$ cat src/rtl/pong_ball_if.sv
// pong_ball_if: step/serve controls, paddle positions and ball outputs
// exchanged between the game logic and the bouncing-ball block.
// master = game tick / paddle side (drives controls); slave = the ball block.
interface pong_ball_if #(
  parameter int WIDTH  = 64,
  parameter int HEIGHT = 48
);
  localparam int XW = $clog2(WIDTH);
  localparam int YW = $clog2(HEIGHT);

  logic          move;
  logic          serve;
  logic          serveDir;
  logic [YW-1:0] leftPaddleTop;
  logic [YW-1:0] rightPaddleTop;
  logic [YW-1:0] top;
  logic [XW-1:0] left;
  logic [YW-1:0] bottom;
  logic [XW-1:0] right;
  logic          inPlay;
  logic          paddleHit;
  logic          scoreLeft;
  logic          scoreRight;

  modport master (
    output move, serve, serveDir, leftPaddleTop, rightPaddleTop,
    input  top, left, bottom, right, inPlay, paddleHit, scoreLeft, scoreRight
  );

  modport slave (
    input  move, serve, serveDir, leftPaddleTop, rightPaddleTop,
    output top, left, bottom, right, inPlay, paddleHit, scoreLeft, scoreRight
  );
endinterface

$ cat src/rtl/pong_ball.sv
// pong_ball: square ball with serve / play / score sequencing, wall
// bounces and collision against two player paddles.
// Optional build macro PONG_BALL_SPEEDUP_EN: each paddle hit raises the
// horizontal speed magnitude by one, saturating at MAX_SPEED.
module pong_ball #(
  parameter int WIDTH      = 64,
  parameter int HEIGHT     = 48,
  parameter int SIZE       = 4,
  parameter int X_SPEED    = 2,
  parameter int Y_SPEED    = 1,
  parameter int PADDLE_X   = 2,
  parameter int PADDLE_W   = 2,
  parameter int PADDLE_H   = 12,
  parameter int SCORE_HOLD = 8,
  parameter int MAX_SPEED  = 4
) (
  input  logic       clk,
  input  logic       resetN,
  pong_ball_if.slave bus
);

  localparam int XW   = $clog2(WIDTH);
  localparam int YW   = $clog2(HEIGHT);
  // Velocity register must hold +/- the largest speed that can ever be loaded.
  localparam int SPD1 = (MAX_SPEED > X_SPEED) ? MAX_SPEED : X_SPEED;
  localparam int SPD2 = (SPD1 > Y_SPEED) ? SPD1 : Y_SPEED;
  localparam int VW   = $clog2(SPD2 + 1) + 1;
  // Next-position arithmetic: sign bit plus one guard bit above the field.
  localparam int NXW  = XW + 2;
  localparam int NYW  = YW + 2;
  localparam int HW   = (SCORE_HOLD > 1) ? $clog2(SCORE_HOLD) : 1;

  localparam logic [XW-1:0] CX      = XW'((WIDTH - SIZE) / 2);
  localparam logic [YW-1:0] CY      = YW'((HEIGHT - SIZE) / 2);
  localparam logic [XW-1:0] X_WALLR = XW'(WIDTH - SIZE);
  localparam logic [YW-1:0] Y_FLOOR = YW'(HEIGHT - SIZE);
  localparam logic [XW-1:0] L_STOP  = XW'(PADDLE_X + PADDLE_W);
  // Ball left column that puts its right edge exactly on the right paddle face.
  localparam logic [XW-1:0] R_STOP  = XW'(WIDTH - PADDLE_X - PADDLE_W - SIZE);
  localparam logic [HW-1:0] HOLD_LAST = HW'(SCORE_HOLD - 1);

  localparam logic signed [NXW-1:0] ZX       = '0;
  localparam logic signed [NYW-1:0] ZY       = '0;
  localparam logic signed [NXW-1:0] LF_S     = NXW'(PADDLE_X + PADDLE_W);
  localparam logic signed [NXW-1:0] RHIT_S   = NXW'(WIDTH - PADDLE_X - PADDLE_W - SIZE);
  localparam logic signed [NXW-1:0] RWALL_S  = NXW'(WIDTH - SIZE);
  localparam logic signed [NYW-1:0] YFLOOR_S = NYW'(HEIGHT - SIZE);
  localparam logic signed [NYW-1:0] PH_M1    = NYW'(PADDLE_H - 1);
  localparam logic signed [NYW-1:0] SZ_M1    = NYW'(SIZE - 1);
  localparam logic signed [VW-1:0]  XS       = VW'(X_SPEED);
  localparam logic signed [VW-1:0]  YS       = VW'(Y_SPEED);
`ifdef PONG_BALL_SPEEDUP_EN
  localparam logic signed [VW-1:0]  VMAX     = VW'(MAX_SPEED);
  localparam logic signed [VW-1:0]  ONE_V    = VW'(1);
`endif

  typedef enum logic [1:0] {
    ST_IDLE,
    ST_MOVING,
    ST_SCORED
  } state_t;

  state_t                 state_q, state_d;
  logic [XW-1:0]          left_q,  left_d;
  logic [YW-1:0]          top_q,   top_d;
  logic signed [VW-1:0]   xvel_q,  xvel_d;
  logic signed [VW-1:0]   yvel_q,  yvel_d;
  logic [HW-1:0]          hold_q,  hold_d;
  logic                   hit_q,   hit_d;
  logic                   scl_q,   scl_d;
  logic                   scr_q,   scr_d;

  logic signed [NXW-1:0]  lpos, nx, xv_ext;
  logic signed [NYW-1:0]  tpos, ny, yv_ext;
  logic signed [VW-1:0]   xmag;
  logic                   lhit, rhit;

  // Ball rows [y, y+SIZE-1] intersect paddle rows [pt, pt+PADDLE_H-1].
  function automatic logic rows_overlap(input logic signed [NYW-1:0] y,
                                        input logic [YW-1:0]         pt);
    logic signed [NYW-1:0] p;
    p = signed'({2'b00, pt});
    return (y <= p + PH_M1) && (y + SZ_M1 >= p);
  endfunction

  // Speed magnitude after a paddle bounce.
  function automatic logic signed [VW-1:0] bump_speed(input logic signed [VW-1:0] mag);
`ifdef PONG_BALL_SPEEDUP_EN
    return (mag >= VMAX) ? VMAX : mag + ONE_V;
`else
    return mag;
`endif
  endfunction

  // Next-state, next-position and event pulse decode.
  always_comb begin
    state_d = state_q;
    left_d  = left_q;
    top_d   = top_q;
    xvel_d  = xvel_q;
    yvel_d  = yvel_q;
    hold_d  = hold_q;
    hit_d   = 1'b0;
    scl_d   = 1'b0;
    scr_d   = 1'b0;

    lpos   = signed'({2'b00, left_q});
    tpos   = signed'({2'b00, top_q});
    xv_ext = {{(NXW - VW){xvel_q[VW-1]}}, xvel_q};
    yv_ext = {{(NYW - VW){yvel_q[VW-1]}}, yvel_q};
    nx     = lpos + xv_ext;
    ny     = tpos + yv_ext;
    xmag   = xvel_q[VW-1] ? -xvel_q : xvel_q;

    // A paddle only catches a ball that was still in front of its face.
    lhit = (nx <= LF_S) && (lpos >= LF_S) && rows_overlap(ny, bus.leftPaddleTop);
    rhit = (nx >= RHIT_S) && (lpos <= RHIT_S) && rows_overlap(ny, bus.rightPaddleTop);

    case (state_q)
      ST_IDLE: begin
        left_d = CX;
        top_d  = CY;
        if (bus.serve) begin
          state_d = ST_MOVING;
          xvel_d  = bus.serveDir ? XS : -XS;
          yvel_d  = YS;
        end
      end

      ST_MOVING: begin
        if (bus.move) begin
          if (ny <= ZY) begin
            top_d  = '0;
            yvel_d = YS;
          end else if (ny >= YFLOOR_S) begin
            top_d  = Y_FLOOR;
            yvel_d = -YS;
          end else begin
            top_d = ny[YW-1:0];
          end

          if (xvel_q[VW-1]) begin
            if (lhit) begin
              left_d = L_STOP;
              xvel_d = bump_speed(xmag);
              hit_d  = 1'b1;
            end else if (nx <= ZX) begin
              left_d  = '0;
              scr_d   = 1'b1;
              hold_d  = '0;
              state_d = ST_SCORED;
            end else begin
              left_d = nx[XW-1:0];
            end
          end else if (xvel_q != '0) begin
            if (rhit) begin
              left_d = R_STOP;
              xvel_d = -bump_speed(xmag);
              hit_d  = 1'b1;
            end else if (nx >= RWALL_S) begin
              left_d  = X_WALLR;
              scl_d   = 1'b1;
              hold_d  = '0;
              state_d = ST_SCORED;
            end else begin
              left_d = nx[XW-1:0];
            end
          end
        end
      end

      ST_SCORED: begin
        if (bus.move) begin
          if (hold_q == HOLD_LAST) begin
            state_d = ST_IDLE;
            left_d  = CX;
            top_d   = CY;
            xvel_d  = '0;
            yvel_d  = '0;
            hold_d  = '0;
          end else begin
            hold_d = hold_q + HW'(1);
          end
        end
      end

      default: begin
        state_d = ST_IDLE;
        left_d  = CX;
        top_d   = CY;
        xvel_d  = '0;
        yvel_d  = '0;
        hold_d  = '0;
      end
    endcase
  end

  // State, position, velocity and pulse registers; reset recentres the ball.
  always_ff @(posedge clk) begin
    if (!resetN) begin
      state_q <= ST_IDLE;
      left_q  <= CX;
      top_q   <= CY;
      xvel_q  <= '0;
      yvel_q  <= '0;
      hold_q  <= '0;
      hit_q   <= 1'b0;
      scl_q   <= 1'b0;
      scr_q   <= 1'b0;
    end else begin
      state_q <= state_d;
      left_q  <= left_d;
      top_q   <= top_d;
      xvel_q  <= xvel_d;
      yvel_q  <= yvel_d;
      hold_q  <= hold_d;
      hit_q   <= hit_d;
      scl_q   <= scl_d;
      scr_q   <= scr_d;
    end
  end

  assign bus.top        = top_q;
  assign bus.left       = left_q;
  assign bus.bottom     = top_q + YW'(SIZE - 1);
  assign bus.right      = left_q + XW'(SIZE - 1);
  assign bus.inPlay     = (state_q == ST_MOVING);
  assign bus.paddleHit  = hit_q;
  assign bus.scoreLeft  = scl_q;
  assign bus.scoreRight = scr_q;

endmodule

$ cat src/flat_wrapper.sv
// flat-port wrapper written by rule: the top's interface ports become plain ports
module pong_ball_flat 
#(
  parameter int WIDTH      = 64,
  parameter int HEIGHT     = 48,
  parameter int SIZE       = 4,
  parameter int X_SPEED    = 2,
  parameter int Y_SPEED    = 1,
  parameter int PADDLE_X   = 2,
  parameter int PADDLE_W   = 2,
  parameter int PADDLE_H   = 12,
  parameter int SCORE_HOLD = 8,
  parameter int MAX_SPEED  = 4
)
  (clk, resetN, bus_move, bus_serve, bus_serveDir, bus_leftPaddleTop, bus_rightPaddleTop, bus_top, bus_left, bus_bottom, bus_right, bus_inPlay, bus_paddleHit, bus_scoreLeft, bus_scoreRight);
  pong_ball_if #(.WIDTH(WIDTH), .HEIGHT(HEIGHT)) bus_i ();
  input  logic clk;
  input  logic resetN;
  input wire logic [$bits(bus_i.move)-1:0] bus_move;
  input wire logic [$bits(bus_i.serve)-1:0] bus_serve;
  input wire logic [$bits(bus_i.serveDir)-1:0] bus_serveDir;
  input wire logic [$bits(bus_i.leftPaddleTop)-1:0] bus_leftPaddleTop;
  input wire logic [$bits(bus_i.rightPaddleTop)-1:0] bus_rightPaddleTop;
  output wire logic [$bits(bus_i.top)-1:0] bus_top;
  output wire logic [$bits(bus_i.left)-1:0] bus_left;
  output wire logic [$bits(bus_i.bottom)-1:0] bus_bottom;
  output wire logic [$bits(bus_i.right)-1:0] bus_right;
  output wire logic [$bits(bus_i.inPlay)-1:0] bus_inPlay;
  output wire logic [$bits(bus_i.paddleHit)-1:0] bus_paddleHit;
  output wire logic [$bits(bus_i.scoreLeft)-1:0] bus_scoreLeft;
  output wire logic [$bits(bus_i.scoreRight)-1:0] bus_scoreRight;
  assign bus_i.move = bus_move;
  assign bus_i.serve = bus_serve;
  assign bus_i.serveDir = bus_serveDir;
  assign bus_i.leftPaddleTop = bus_leftPaddleTop;
  assign bus_i.rightPaddleTop = bus_rightPaddleTop;
  assign bus_top = bus_i.top;
  assign bus_left = bus_i.left;
  assign bus_bottom = bus_i.bottom;
  assign bus_right = bus_i.right;
  assign bus_inPlay = bus_i.inPlay;
  assign bus_paddleHit = bus_i.paddleHit;
  assign bus_scoreLeft = bus_i.scoreLeft;
  assign bus_scoreRight = bus_i.scoreRight;
  pong_ball #(.WIDTH(WIDTH), .HEIGHT(HEIGHT), .SIZE(SIZE), .X_SPEED(X_SPEED), .Y_SPEED(Y_SPEED), .PADDLE_X(PADDLE_X), .PADDLE_W(PADDLE_W), .PADDLE_H(PADDLE_H), .SCORE_HOLD(SCORE_HOLD), .MAX_SPEED(MAX_SPEED)) u_core (.clk(clk), .resetN(resetN), .bus(bus_i));
endmodule
$ cat config.mk
export PLATFORM = sky130hd
export DESIGN_NAME = pong_ball_flat
export DESIGN_NICKNAME = d
export VERILOG_FILES = /design/src/rtl/pong_ball_if.sv /design/src/rtl/pong_ball.sv /design/src/flat_wrapper.sv
export SDC_FILE = /design/constraint.sdc
export NUM_CORES = 1
export LEC_CHECK = 0
export BUFFER_PORTS_ARGS = -buffer_cell sky130_fd_sc_hd__buf_2
export CORE_ASPECT_RATIO = 0.6
export CORE_UTILIZATION = 45
export CTS_BUF_LIST = sky130_fd_sc_hd__clkbuf_16
export CTS_CLUSTER_DIAMETER = 80
export DETAILED_ROUTE_END_ITERATION = 8
export PLACE_DENSITY = 0.69
export SYNTH_ARGS = -nofsm -noshare
export SYNTH_HDL_FRONTEND = slang
export SYNTH_SLANG_ARGS = --single-unit
$ cat constraint.sdc
create_clock -name clk -period 3.8 [get_ports clk]
set_clock_uncertainty 0.05 [all_clocks]
set_input_delay 0.76 -clock clk [delete_from_list [all_inputs] [get_ports clk]]
set_output_delay 0.76 -clock clk [all_outputs]
set_load 0.05 [all_outputs]
**Yosys cells after proc, flatten, opt, wreduce, memory -nomap -nowiden**

Index checks and enable logic that the tools add are counted.

- Add/subtract/negate cells: 10
- Order comparisons: 12
- Eq/ne operators: 15
- Multiplexer cells: 59
- Bitwise gates (word level): 6
- Reductions and logical operators: 18

Operator list:

| operator | count |
|---|---|
| $mux 6 | 14 |
| $mux 4 | 14 |
| $mux 3 | 9 |
| $ge 8x7->1 const B | 3 |
| $pmux 4 s3 | 2 |
| $pmux 6 s2 | 2 |
| $mux 2 | 10 |
| $add 7x4->8 | 2 |
| $ge 8x7->1 | 2 |
| $le 8x1->1 const B | 2 |
| $le 8x8->1 | 2 |
| $add 6x4->7 const B | 2 |
| $add 6x2->6 const B | 2 |
| $ne 3x1->1 const B | 4 |
| $ne 3x3->1 const B | 3 |
| $pmux 3 s3 | 1 |
| $reduce_and 9->1 | 1 |
| $add 8x3->8 const B | 1 |
| $le 8x4->1 const B | 1 |
| $neg 4->4 | 2 |
| $reduce_and 4->1 | 2 |
| $reduce_and 8->1 | 1 |
| $reduce_and 7->1 | 1 |
| $ge 6x3->1 const B | 1 |
| 18 further kinds | 36 |

- Flip-flop bits (word level): 28
- Input port bits: 17
- Output and inout port bits: 28

**Logic depth before layout (Yosys ltp)**

Gate-level depths: netlist (run 1).

- Word-level depth: 10
- Mapped depth: 17
- Depth with buffers taken out: 17

**Worst setup path after synthesis (run 1)**

OpenSTA, ideal clock, no wires.

- Path type: reg2reg
- Start point: register u_core.top_q[0], in the netlist u_core.bus.top[0]
- End point: register u_core.xvel_q[2]
- Library setup time: 0.116 ns
- Arrival: 3.865 ns
- Setup slack: -0.231 ns
- Cell stages (with the launch flop): 17
- Path buffers: 0
- Path through: dfxtp_1 ha_1 fa_1 inv_1 ha_1 a2111oi_2 nor2_1 xnor2_1 ha_1 nand2_1 o31ai_1 o32ai_1 a22oi_1 nand4_2 a31oi_2 nand3_1 o211a_1

- Longest elaborated chain between the ends: 7
- Elaborated cells between the ends (all ways): 13
- Those cells by class: 2 x add/sub; 4 x order compare; 2 x eq/ne; 5 x reduce/logical

Ends and longest elaborated chain:

| what | RTL line | text |
|---|---|---|
| start, declared | pong_ball.sv:65 | `logic [YW-1:0] top_q, top_d;` |
| start signal, assigned | pong_ball.sv:213 | `top_q <= top_d;` |
| $add 7x4->8 * | pong_ball.sv:112 | `ny = tpos + yv_ext;` |
| $add 8x3->8 | pong_ball.sv:83 | `return (y <= p + PH_M1) && (y + SZ_M1 >= p);` |
| $ge 8x7->1 | pong_ball.sv:83 |  |
| $logic_and 1x1->1 | pong_ball.sv:83 |  |
| $logic_and 1x1->1, on equally long branches | pong_ball.sv:116, pong_ball.sv:117 |  |
| $ne 3x3->1 (no line) or $ne 3x1->1 (tied branches) | -- |  |
| $reduce_and 7->1 (no line) * | -- |  |
| end signal, assigned | pong_ball.sv:214 | `xvel_q <= xvel_d;` |
| end, declared | pong_ball.sv:66 | `logic signed [VW-1:0] xvel_q, xvel_d;` |

Mark *: on every way between the ends. The rest lies on a longest branch, timed or not.
A chain may end at the register's enable or synchronous reset.

**Worst setup path in the final report (run 1)**

- Start point: register u_core.top_q[0], in the netlist u_core.bus.top[0]
- End point: register u_core.left_q[0], in the netlist u_core.bus.left[0]

- Longest elaborated chain between the ends: 10
- Elaborated cells between the ends (all ways): 16
- Those cells by class: 2 x add/sub; 4 x order compare; 6 x mux; 4 x reduce/logical

Ends and longest elaborated chain:

| what | RTL line | text |
|---|---|---|
| $add 7x4->8 * | pong_ball.sv:112 |  |
| $add 8x3->8 | pong_ball.sv:83 |  |
| $ge 8x7->1 | pong_ball.sv:83 |  |
| $logic_and 1x1->1 | pong_ball.sv:83 |  |
| $logic_and 1x1->1 | pong_ball.sv:117 | `rhit = (nx >= RHIT_S) && (lpos <= RHIT_S) && rows_overlap(ny, bus.rightPaddleTop);` |
| $mux 6 | pong_ball.sv:156 | `if (rhit) begin` |
| $mux 6 | pong_ball.sv:155 | `end else if (xvel_q != '0) begin` |
| $mux 6 * | pong_ball.sv:142 | `if (xvel_q[VW-1]) begin` |
| $mux 6 * | pong_ball.sv:131 | `if (bus.move) begin` |
| $pmux 6 s2 * | pong_ball.sv:119 | `case (state_q)` |
| end signal, assigned | pong_ball.sv:212 | `left_q <= left_d;` |
| end, declared | pong_ball.sv:64 | `logic [XW-1:0] left_q, left_d;` |

Mark *: on every way between the ends. The rest lies on a longest branch, timed or not. The select of a mux whose other input is x is not followed.

==> metrics.md, run 1 <==
| Metric | Value |
|---|---|
| Share of post-route cells with drive strength above 1 | 29.8% |
| Slowest cell delay on critical path | 0.59 ns |
| Initial core utilization | 47.6% |
| Critical path data arrival time | 3.96 ns |
| Synth warnings | 0 |
| Status | finished, violations left |
| Unrepaired setup endpoints after global routing | true |
| Average cell area after synthesis | 7.98 sq um |
| Synth Cell Area | 3260 sq um |
| Setup TNS | -0.250 ns |
| Clock transition at path regs | 0.07 ns |
| Ant diodes | 0 |
| CP Cell Sequence | ha_4, fa_2, inv_2, ha_4, a2111oi_4, nor2_2, xnor2_2, ha_1, nand2_2, o31ai_4, o32ai_2, a22oi_2, and4_4, o32ai_4, a32o_2 |
| Top-area cell type share of the netlist area | 19.2% |
| Reg area | 527 sq um |
| Slowest-stage cell, CP | fa_2 |
| Clock sink count | 26 |
| H-Tree Level Count | 1 |
| Die width | 112 microns |
| First-pass GRT wire length | 15900 microns |
| Vias in the first global route | 3094 |
| Hold Crit Endpoint | u_core.hold_q[1]$_SDFFE_PN0P_ |
| 1st-iter DRT viols | 385 |
| Port Buffers | 44 |
| I/O pin cnt | 45 |
| Num rows | 23 |
| Reg-to-reg slack, setup | -0.05 ns |
| Hold buffers post-CTS | 0 |
| FMAX | 0.260 GHz |
| Final hold violations | 0 |
| Final hold slack | 0.461 ns |
| Final GP Congestion | 0.977 |
| Final period utilization | 101% |
| TritonCTS clock tree | done |
| Root buf cell | clkbuf_16 |
| Failing checks | design-rule violations, negative setup slack |
| Largest fanout on the critical path | 4 |
| Final WL | 10200 microns |
| CTS Buf Count | 3 |
| Grt ovf | 0 |
| Nets | 567 |
| CP Launch Type | flop |
| CP most frequent cell | ha_4 |
| Clock tree buffer depth | 2 |
| Die Height | 68.0 microns |
| Sequential cell area fraction in the yosys report | 16.0% |
| Top area cells in the synthesized netlist | ha_1 19%, dfxtp_1 16%, xnor2_1 4.8% |
| Clk_lat worst skew | 0.26 ns |
| Max-slew headroom | 18.3% |
| DRT Pass-1 Iters | 7 |
| Worst r2r dst | u_core.bus.left[0]$_SDFFE_PN0P_ |
| Fillers | 606 |
| Path depth of the worst reg2reg path | 15 |
| Synth cell types | 73 |
| Slew @ Worst Pin | 1.21 ns |
| Routed Antenna Nets | 0 |
| Avg Vias per Cell | 6.01 |
| DRC violations left | 4 |
| Synthesized net count | 478 |
| Critical Path Source | u_core.bus.top[0]$_SDFFE_PN0P_ |
| Setup violators final | 9 |
| Top delay family on crit path | compound AO/OA/AOI/OAI gates |
| Setup CP Type | reg2reg |
| Layout area overhead | 29.1% |
| Via count | 3510 |
| Ys flop type | dfxtp_1 |
| Post-synthesis async set-or-reset flop share | 0% |
| Hold Path Stages | 1 |
| Number of synthesized flops with an enable pin | 0 |
| Min-delay worst type | reg2reg |
| Initial antenna violation count | 0 |
| Final min period | 3.85 ns |
| Core footprint | 6850 sq um |
| Post-Syn Instances | 409 |
| Slew Viols, Final | 0 |
| WL per Instance | 17.5 microns |
| Multi-input gate area | 2780 sq um |
| WP data required | 3.91 ns |
| Hold wc startpoint | u_core.hold_q[1]$_SDFFE_PN0P_ |
| CP bufs+invs | 1 |
| Area leader, netlist | ha_1 |
| Largest net degree at the start of global routing | 16 |
| Hpwl dp | 8270 microns |
| CP Capture Type | flop |
| Setup WS post-layout | -0.0509 ns |
| Overall routing resource usage | 26.7% |
| Die area | 7610 sq um |
| Synthesized flop and latch total | 26 |
| Total of max-cap violations | 0 |
| Worst reg2reg startpoint | u_core.bus.top[0]$_SDFFE_PN0P_ |
[sequential cells by signal (all words and copies together) (netlist names)]
name and cells:
u_core.bus.left 6, u_core.bus.scoreLeft 1, u_core.bus.paddleHit 1, u_core.xvel_q 4, u_core.yvel_q 2, u_core.bus.top 6, u_core.bus.scoreRight 1, u_core.state_q 2
u_core.hold_q 3
[through the flow]
stage / instance area (sq um) / std cells / worst slack, ns / utilization (%)
final: 4210 / 584 / -0.0509 / 61.5
after global routing: 4210 / 584 / -0.180 / 61.5
after CTS: 4050 / 582 / 0.00351 / 59.1
after detailed placement: 3910 / 577 / -0.177 / 57.0
after global placement: 3910 / 577 / -0.0268 / 57.0
after floorplan: 3280 / 409 / 0.0198 / -
[cell usage after synthesis, drive strengths merged, types with 3 or more instances]
library cell	number
o21a	11
nand2b	6
o31a	3
o211ai	9
o22ai	4
a211o	4
or2	4
a2111oi	3
nor3	10
o41ai	3
and2	4
nor2	26
xor2	6
o211a	4
o2111ai	3
ha	50
a211oi	6
nand2	33
a22oi	3
o21ai	23
dfxtp	26
o31ai	4
xnor2	20
nand4	7
a31oi	4
a21o	4
a32o	4
o32ai	3
or3	3
inv	43
clkbuf	4
nor2b	6
a21oi	30
nand3	10
[layout by cell type (no fill, tap or decap), types with 5 or more instances in the layout]
cell type / synthesis / routed
nand3_1: 10 / 8
nor3_1: 10 / 10
o21ai_0: 19 / 17
nand2_1: 32 / 31
buf_2: 1 / 44
nand2b_1: 6 / 6
xnor2_1: 18 / 15
xor2_1: 6 / 6
nor2_1: 26 / 24
o21ai_1: 3 / 5
dfxtp_1: 26 / 23
nor2b_1: 6 / 6
o211ai_1: 9 / 9
ha_1: 50 / 47
buf_4: 0 / 44
nand4_1: 6 / 6
a21oi_1: 30 / 26
inv_1: 40 / 39
o21a_1: 10 / 10
[area by class of cell]
class	instances	share of cell area, %
Timing Repair Buffer	89	13.3
Clock buffer	3	1.78
Sequential cell	26	12.5
Inverter	43	3.83
Multi-Input combinational cell	335	65.9
Tap cell	87	2.58
Clock inverter	1	0.0891
[logic make-up after synthesis]
logic type      synth area share [%]
mux                            0.307
flops                           16.0
xor+xnor                        7.44
buf+inv                         5.56
compound gates                  31.6
fa+ha+maj                       20.4
simple gates                    18.8
[worst max-delay path by stage]
stage / to / slack (ns) / cells after the start
3_3_place_gp: u_core.bus.left[0]$_SDFFE_PN0P_ / -0.03 / 15
6_report: u_core.bus.left[0]$_SDFFE_PN0P_ / -0.05 / 15
2_1_floorplan: u_core.xvel_q[2]$_SDFFE_PN0P_ / 0.02 / 16
5_1_grt: u_core.xvel_q[2]$_SDFFE_PN0P_ / -0.18 / 16
4_1_cts: u_core.xvel_q[2]$_SDFFE_PN0P_ / 0.004 / 16
3_5_place_dp: u_core.bus.left[0]$_SDFFE_PN0P_ / -0.18 / 15
[worst register-to-register path, stage by stage (launching register included)]
cell       delay (ns)
dfxtp_4          0.35
ha_4             0.16
fa_2             0.59
inv_2            0.06
ha_4             0.17
a2111oi_4        0.38
nor2_2           0.12
xnor2_2          0.17
ha_1             0.30
nand2_2          0.06
o31ai_4          0.24
o32ai_2          0.13
a22oi_2          0.30
and4_4           0.32
o32ai_4          0.11
a32o_2           0.25
[what timing repair did]
item | CTS | global route
gates cloned | 0 | 0
pin swaps | 4 | 30
buffers inserted | 1 | 2
gates resized for setup | 11 | 30
endpoints found under the setup margin | 14 | 16
[layer usage]
metal | vias to the layer above | GRT usage (%) | part of all wire, %
met5 | - | 0 | 0
met2 | 176 | 37.5 | 39
met4 | 0 | 2.50 | 0.39
met3 | 6 | 5.05 | 10
met1 | 1629 | 42.0 | 51
li1 | 1699 | - | -
Power of run 1 is not shown: default switching activity piles up to over one toggle a cycle in this logic, so the estimate is an artifact.
==> run 2: changes to the inputs <==
--- a/config.mk
+++ b/config.mk
@@ -6,12 +6,14 @@
 export NUM_CORES = 1
 export LEC_CHECK = 0
 export BUFFER_PORTS_ARGS = -buffer_cell sky130_fd_sc_hd__buf_2
+export CELL_PAD_IN_SITES_DETAIL_PLACEMENT = 0
+export CELL_PAD_IN_SITES_GLOBAL_PLACEMENT = 1
 export CORE_ASPECT_RATIO = 0.6
-export CORE_UTILIZATION = 45
+export CORE_UTILIZATION = 40
 export CTS_BUF_LIST = sky130_fd_sc_hd__clkbuf_16
 export CTS_CLUSTER_DIAMETER = 80
 export DETAILED_ROUTE_END_ITERATION = 8
-export PLACE_DENSITY = 0.69
+export PLACE_DENSITY = 0.81
 export SYNTH_ARGS = -nofsm -noshare
 export SYNTH_HDL_FRONTEND = slang
 export SYNTH_SLANG_ARGS = --single-unit
==> run 2 against run 1 <==
  * The flow finishes with violations (negative setup slack)
  * Final cell count up 3.6%
  * Flip-flop and latch count unchanged
  * Utilization down 7.4 points
  * Clock-buffer cell count unchanged
  * Critical endpoint is now u_core.xvel_q[3]$_SDFFE_PN0P_
==> metrics.md, run 2 (synthesis gave the netlist of run 1 again) <==
| Metric | Value |
|---|---|
| Status | finished, violations left (unchanged) |
| Failing checks | negative setup slack (was design-rule violations, negative setup slack) |
| Fillers | 732 (was 606) |
| Min-delay worst type | reg2reg (unchanged) |
| Non-filler cells, final | 605 (was 584) |
| Slew @ Worst Pin | 0.755 ns (was 1.21 ns) |
| Worst reg2reg startpoint | u_core.bus.top[0]$_SDFFE_PN0P_ (unchanged) |
| Via count | 3445 (was 3510) |
| Commonest non-fill, non-tap cell in the layout | ha_1 (unchanged) |
| Overall routing resource usage | 24.2% (was 26.7%) |
| I/O pin cnt | 45 (unchanged) |
| Most frequent cells in the layout | 47 x ha_1, 44 x buf_2, 43 x buf_4 (was 47 x ha_1, 44 x buf_2, 44 x buf_4) |
| DP Area | 3900 sq um (was 3910 sq um) |
| CP Capture Type | flop (unchanged) |
| Final period utilization | 100% (was 101%) |
| Layout area overhead | 30.7% (was 29.1%) |
| First-pass GRT wire length | 16400 microns (was 15900 microns) |
| H-Tree Level Count | 1 (unchanged) |
| Initial antenna violation count | 0 (unchanged) |
| Largest fanout on the critical path | 4 (unchanged) |
| Hold buffers post-CTS | 0 (unchanged) |
| Final WL | 10100 microns (was 10200 microns) |
| Unrepaired setup endpoints after global routing | true (unchanged) |
| Core footprint | 7880 sq um (was 6850 sq um) |
| Initial core utilization | 41.4% (was 47.6%) |
| Setup violators final | 3 (was 9) |
| Pre-CTS worst setup slack | -0.176 ns (was -0.177 ns) |
| CTS Buf Count | 3 (unchanged) |
| Vias in the first global route | 3142 (was 3094) |
| Ant diodes | 0 (unchanged) |
| Avg Vias per Cell | 5.69 (was 6.01) |
| Path depth of the worst reg2reg path | 16 (was 15) |
| Final GP Congestion | 0.936 (was 0.977) |
| WL per Instance | 16.7 microns (was 17.5 microns) |
| Cell area after layout | 4270 sq um (was 4210 sq um) |
| Share of post-route cells with drive strength above 1 | 30.0% (was 29.8%) |
| Slew Viols, Final | 0 (unchanged) |
| Hold Path Stages | 1 (unchanged) |
| Final min period | 3.81 ns (was 3.85 ns) |
| Final hold violations | 0 (unchanged) |
| 1st-iter DRT viols | 315 (was 385) |
| Clock tree buffer depth | 2 (unchanged) |
| WP data required | 3.94 ns (was 3.91 ns) |
| Setup TNS | -0.0202 ns (was -0.250 ns) |
| Grt ovf | 0 (unchanged) |
| Port Buffers | 44 (unchanged) |
| Die width | 119 microns (was 112 microns) |
| Setup CP Type | reg2reg (unchanged) |
| Nets | 567 (unchanged) |
| Root buf cell | clkbuf_16 (unchanged) |
| Clk_lat worst skew | 0.27 ns (was 0.26 ns) |
| Clock sink count | 26 (unchanged) |
| Clock transition at path regs | 0.07 ns (about the same) |
| Die area | 8530 sq um (was 7610 sq um) |
| Hold Crit Endpoint | u_core.hold_q[1]$_SDFFE_PN0P_ (unchanged) |
| Worst r2r dst | u_core.xvel_q[3]$_SDFFE_PN0P_ (was u_core.bus.left[0]$_SDFFE_PN0P_) |
| Setup WS post-layout | -0.00989 ns (was -0.0509 ns) |
| CP Launch Type | flop (unchanged) |
| TritonCTS clock tree | done (unchanged) |
| DRC violations left | 0 (was 4) |
| Max-slew headroom | 49.2% (was 18.3%) |
| Critical path data arrival time | 3.95 ns (was 3.96 ns) |
| Dpl cells | 594 (was 577) |
| Hold wc startpoint | u_core.hold_q[1]$_SDFFE_PN0P_ (unchanged) |
| Reg-to-reg slack, setup | -0.01 ns (was -0.05 ns) |
| Total of max-cap violations | 0 (unchanged) |
| Largest net degree at the start of global routing | 16 (unchanged) |
| FMAX | 0.262 GHz (was 0.260 GHz) |
| Die Height | 72.0 microns (was 68.0 microns) |
| DRT Pass-1 Iters | 5 (was 7) |
| Routed Antenna Nets | 0 (unchanged) |
| Num rows | 25 (was 23) |
| Hpwl dp | 8130 microns (was 8270 microns) |
[run 2: cell count changes in the layout (fill, tap and decap cells not counted), sizes merged]
| cell | delta |
|---|---|
| clkinv | -1 |
| bufinv | +1 |
[run 2: worst max path at each step]
| stage | start | slack, ns | endpoint |
|---|---|---|---|
| 2_1_floorplan | u_core.bus.top[0]$_SDFFE_PN0P_ | 0.02 | u_core.xvel_q[2]$_SDFFE_PN0P_ |
| 3_3_place_gp | u_core.bus.top[0]$_SDFFE_PN0P_ | -0.06 | u_core.hold_q[1]$_SDFFE_PN0P_ |
| 3_5_place_dp | u_core.bus.top[0]$_SDFFE_PN0P_ | -0.18 | u_core.bus.left[0]$_SDFFE_PN0P_ |
| 4_1_cts | u_core.bus.top[0]$_SDFFE_PN0P_ | -0.03 | u_core.xvel_q[2]$_SDFFE_PN0P_ |
| 5_1_grt | u_core.bus.top[0]$_SDFFE_PN0P_ | -0.17 | u_core.xvel_q[2]$_SDFFE_PN0P_ |
| 6_report | u_core.bus.top[0]$_SDFFE_PN0P_ | -0.01 | u_core.xvel_q[3]$_SDFFE_PN0P_ |
[run 2: metal layers]
metal	global-route usage [%]	part of all wire [%]	up-vias	wire length, microns
met5	0	0	-	0
met3	4.01	7.1	4	718
li1	-	-	1711	-
met2	32.7	37	124	3710
met1	39.7	56	1606	5620
met4	2.53	0.31	0	31
[run 2: critical path, cell delays in order (launching register included)]
cell and delay, ns:
dfxtp_4 0.36, ha_4 0.16, fa_2 0.54, inv_2 0.06
ha_4 0.17, a2111oi_4 0.38, nor2_2 0.12, xnor2_2 0.16
ha_1 0.29, nand2_2 0.06, o31ai_4 0.24, o32ai_2 0.12
a22oi_2 0.30, and4_4 0.32, o21a_1 0.14, o21ai_1 0.06
o21ai_1 0.20
[run 2: through the flow]
| stage | hold WS, ns | utilization (%) |
|---|---|---|
| 3_3_place_gp | 0.431 | 49.5 |
| 5_1_grt | 0.504 | 54.1 |
| 4_1_cts | 0.470 | 52.4 |
| 2_1_floorplan | 0.423 | - |
| 6_report | 0.475 | 54.1 |
| 3_5_place_dp | 0.455 | 49.5 |
[run 2: repair_timing]
item	4_1_cts	5_1_grt
gates cloned	0	0
pin swaps	6	25
gates resized for setup	17	25
setup endpoints to repair	13	16
setup buffers	4	3
[run 2: final cells by class]
cell class                      instances  area (sq um)  share of cell area, %
Clock inverter                          1          30.0                  0.704
Multi-Input combinational cell        335          2770                   64.9
Timing Repair Buffer                   89           566                   13.3
Tap cell                              108           135                   3.17
Inverter                               43           161                   3.78
Clock buffer                            3          75.1                   1.76
Sequential cell                        26           529                   12.4
Power of run 2 is left out for the same reason.
